### src/rtl/fifo_control.sv
// Pointer/flag controller for an external 2^ADDR_WIDTH-entry FIFO memory with registered read data.
// Blocks overflow/underflow attempts and records them in sticky error bits.
module fifo_control #(
    parameter int DATA_WIDTH   = 12,
    parameter int ADDR_WIDTH   = 3,
    parameter int ALMOST_FULL  = 6,
    parameter int ALMOST_EMPTY = 2
) (
    input  logic                  clk,
    input  logic                  reset,
    input  logic                  push,
    input  logic                  pop,
    input  logic [DATA_WIDTH-1:0] data_in,
    input  logic [DATA_WIDTH-1:0] q,
    output logic [DATA_WIDTH-1:0] data,
    output logic                  write,
    output logic                  read,
    output logic [ADDR_WIDTH-1:0] wr_ptr,
    output logic [ADDR_WIDTH-1:0] rd_ptr,
    output logic [DATA_WIDTH-1:0] data_out,
    output logic                  valid_out,
    output logic [ADDR_WIDTH:0]   fifo_count,
    output logic                  full,
    output logic                  empty,
    output logic                  almost_full,
    output logic                  almost_empty,
    output logic                  overflow,
    output logic                  underflow
);

    localparam logic [ADDR_WIDTH:0] DEPTH_C = (ADDR_WIDTH+1)'(1 << ADDR_WIDTH);
    localparam logic [ADDR_WIDTH:0] AF_C    = (ADDR_WIDTH+1)'(ALMOST_FULL);
    localparam logic [ADDR_WIDTH:0] AE_C    = (ADDR_WIDTH+1)'(ALMOST_EMPTY);

    logic [ADDR_WIDTH-1:0] wr_ptr_reg, wr_ptr_next;
    logic [ADDR_WIDTH-1:0] rd_ptr_reg, rd_ptr_next;
    logic [ADDR_WIDTH:0]   count_reg, count_next;
    logic                  valid_reg;
    logic                  overflow_reg, overflow_next;
    logic                  underflow_reg, underflow_next;

    assign full         = (count_reg == DEPTH_C);
    assign empty        = (count_reg == '0);
    assign almost_full  = (count_reg >= AF_C);
    assign almost_empty = (count_reg <= AE_C);

    // Gating with reset keeps the memory strobes quiet while reset is held.
    assign write = push & ~full & reset;
    assign read  = pop & ~empty & reset;

    assign data = data_in;

    always_comb begin
        wr_ptr_next    = wr_ptr_reg;
        rd_ptr_next    = rd_ptr_reg;
        count_next     = count_reg;
        overflow_next  = overflow_reg | (push & full);
        underflow_next = underflow_reg | (pop & empty);
        if (write) begin
            wr_ptr_next = wr_ptr_reg + 1'b1;
        end
        if (read) begin
            rd_ptr_next = rd_ptr_reg + 1'b1;
        end
        case ({write, read})
            2'b10:   count_next = count_reg + 1'b1;
            2'b01:   count_next = count_reg - 1'b1;
            default: count_next = count_reg;
        endcase
    end

    always_ff @(posedge clk or negedge reset) begin
        if (!reset) begin
            wr_ptr_reg    <= '0;
            rd_ptr_reg    <= '0;
            count_reg     <= '0;
            valid_reg     <= 1'b0;
            overflow_reg  <= 1'b0;
            underflow_reg <= 1'b0;
        end else begin
            wr_ptr_reg    <= wr_ptr_next;
            rd_ptr_reg    <= rd_ptr_next;
            count_reg     <= count_next;
            valid_reg     <= read;
            overflow_reg  <= overflow_next;
            underflow_reg <= underflow_next;
        end
    end

    // The memory registers q on the same edge that registers valid, so they line up.
    assign data_out   = q;
    assign valid_out  = valid_reg;
    assign wr_ptr     = wr_ptr_reg;
    assign rd_ptr     = rd_ptr_reg;
    assign fifo_count = count_reg;
    assign overflow   = overflow_reg;
    assign underflow  = underflow_reg;

endmodule

### config.mk
export PLATFORM = sky130hd
export DESIGN_NAME = fifo_control
export DESIGN_NICKNAME = d
export VERILOG_FILES = /design/src/rtl/fifo_control.sv
export SDC_FILE = /design/constraint.sdc
export NUM_CORES = 1
export LEC_CHECK = 0
export BUFFER_PORTS_ARGS = -buffer_cell sky130_fd_sc_hd__buf_2
export CORE_MARGIN = 2
export CORE_UTILIZATION = 41
export DETAILED_ROUTE_END_ITERATION = 10
export PLACE_DENSITY_LB_ADDON = 0.1
export SYNTH_ARGS = -nofsm -noshare
export SYNTH_HDL_FRONTEND = slang
export SYNTH_SLANG_ARGS = --single-unit
### constraint.sdc
create_clock -name clk -period 7.98 [get_ports clk]
set_clock_uncertainty 0.2 [all_clocks]
set_input_delay 1.197 -clock clk [delete_from_list [all_inputs] [get_ports clk]]
set_output_delay 1.197 -clock clk [all_outputs]
set_load 0.02 [all_outputs]
==> flow_metrics.py <==
metrics = {
    "status": {
        "outcome": "finished clean",
    },
    "synth": {
        "synthTopCellsByArea": "dfrtp_1 37%, buf_4 20%, ha_1 7.0%, inv_1 2.9%, xnor2_1 2.9%",
        "yosys_warnings": 0,
        "syn_nets": 119,
        "syn_area_sq_um": 891,
        "synth-seq-area-share_pct": 36.5,
        "yosys.area.top_type_share_pct": 36.5,
        "ys_types": 28,
        "netlist_instances": 85,
        "synth_area_leader_cell": "dfrtp_1",
        "synth-seq-cells": 13,
        "avgSynthCellArea_sq_um": 10.5,
    },
    "clocking": {
        "cts_made_buffers": 3,
        "clk_pin_slew_ns": 0.08,
        "clock_latency_ns": 0.27,
        "cts-root-buf": "clkbuf_4",
        "clockBufferDepth": 2,
        "hold_buffers": 0,
        "cts_setup_buffers": 0,
        "cts.sinks": 13,
        "ctsResizeCount": 0,
        "cts_tree": "built",
        "cts-htree-levels": 1,
    },
    "final_layout": {
        "diodes": 0,
        "fin_nets": 120,
        "layout_commonest_cell": "buf_2",
        "final_cell_mix": "22 x buf_2, 13 x dfrtp_1, 7 x inv_1, 5 x ha_1",
        "drive_gt1_share_pct": 32.9,
        "largest_reg_flops": 4,
        "fin_cells": 112,
        "num-fill-cells": 212,
        "area_growth_pct": -2.81,
    },
    "setup_path": {
        "cp-start-kind": "input port",
        "critPathRequiredTime_ns": 7.93,
        "critPathCaptureType": "register",
        "worstSetupPathType": "in -> reg",
        "critical_path.max_fanout": 17,
        "critical_path_arrival_ns": 3.42,
    },
    "grt": {
        "grt_pass1_vias": 540,
        "grt_use_total_pct": 13.4,
        "overflow": 0,
        "grt_max_degree": 18,
        "antenna_found_initial": 0,
        "grt_pass1_wl_microns": 2540,
    },
    "drt": {
        "met1Wirelength_microns": 702,
        "drt-initial-drc-count": 5,
        "avgRoutedWirePerCell_microns": 13.6,
        "wl_microns": 1530,
        "vias_per_cell": 5.10,
        "drc": 0,
        "dr.max_layer_used": "met4",
        "wl_met3_microns": 119,
        "num_vias": 571,
        "ant_nets": 0,
        "route.met2.wl_microns": 620,
        "dr.pass1.iters": 3,
    },
    "placed_design": {
        "place.gp.congestion": 0.735,
        "io_buffer_count": 22,
        "placed_cells_incl_taps": 108,
        "pre_cts_ws_ns": 4.19,
        "dp_hpwl_microns": 1170,
    },
    "worst_hold_path": {
        "hold_path.class": "reg -> reg",
    },
    "power": {
        "irDropWorstVdd_mv": 0.138,
        "power_leakage_nw": 0.436,
        "power.density_nw_per_um2": 426,
    },
    "sta": {
        "tns_ns": 0,
        "finalSetupViolCount": 0,
        "relSlewSlack_pct": 77.4,
        "fmax_mhz": 288,
        "finalMaxSlewViolations": 0,
        "layout_setup_ws_ns": 4.51,
        "worstMarginPinSlew_ns": 0.339,
        "timing.final.crit_share_pct": 43.4,
        "hold_viol": 0,
        "rsz0062_at_grt": "false",
        "fin_crit_ns": 3.47,
    },
    "job": {
        "cap_violations": 0,
    },
    "die": {
        "dieArea_sq_um": 2560,
        "die_h_microns": 50.6,
        "ioPinCount": 71,
        "start_util_pct": 44.5,
        "core_area_sq_um": 2000,
        "row_count": 16,
        "die_w_microns": 50.6,
    },
}
[final timing paths]
kind / start / end / slack, ns / cells past startpoint
min: overflow / overflow / 0.27 / 1
max reg2reg: fifo_count[2] / fifo_count[3] / 4.76 / 8
max in group asynchronous: reset / fifo_count[1] / 6.71 / 1
min reg2reg: overflow / overflow / 0.27 / 1
min in group asynchronous: reset / underflow / 0.62 / 1
max: reset / fifo_count[3] / 4.51 / 8
[layer usage]
layer	vias up	global-route usage [%]
li1	268	-
met1	257	17.1
met2	26	18.0
met3	20	2.08
met4	0	14.4
met5	-	0
[layout make-up]
cell class	count	area (sq um)	area share [%]
Multi-Input combinational cell	39	344	39.7
Sequential cell	13	325	37.6
Inverter	7	26.3	3.03
Clock buffer	4	26.3	3.03
Tap cell	27	33.8	3.90
Timing Repair Buffer	22	110	12.7
[through the flow]
| stage | instance area (sq um) | utilization, % | hold WS (ns) | total power, mW |
|---|---|---|---|---|
| detailed placement | 840 | 41.9 | 0.245 | 0.333 |
| floorplan | 891 | - | 0.365 | 0.285 |
| finish | 866 | 43.3 | 0.266 | 0.369 |
| CTS | 866 | 43.3 | 0.268 | 0.374 |
| global placement | 840 | 41.9 | 0.236 | 0.331 |
| global route | 866 | 43.3 | 0.284 | 0.405 |
[cells in the mapped netlist, drive strengths merged]
master and n:
a21oi 2, inv 7, or4 1, mux2 3, nand2 1, dfrtp 13
o311ai 1, o21ai 1, ha 5, a2111o 1, and3 2, xnor2 3
clkbuf 1, or4b 2, a211oi 1, nand4 2, buf 25, nand3 2
a21o 3, mux2i 1, nor3b 3, fa 1, o211ai 1, xor2 3
[report_power, final]
part,switching [mW],total [mW],internal (mW)
registers,0.0363,0.134,0.0979
clock network,0.0209,0.0403,0.0193
logic,0.114,0.195,0.0807
[critical path, stage by stage]
cell and delay [ns]:
buf_2 0.30, and3_1 0.31, inv_1 0.06, ha_1 0.30
ha_1 0.37, or4b_2 0.64, o311ai_0 0.12, o211ai_1 0.12
[cell families (layout without fill, tap and decap cells)]
group | after synthesis | in the layout | synth area share, %
buffers and inverters | 33 | 33 | 24.9
DFF | 13 | 13 | 36.5
and+or+nand+nor | 13 | 13 | 9.97
AOI/OAI and AO/OA | 10 | 10 | 8.15
adders and majority gates | 6 | 6 | 9.27
xor gates and xnor gates | 6 | 6 | 5.90
muxes | 4 | 4 | 5.34
Note: power is estimated with default switching activity, not from simulation.
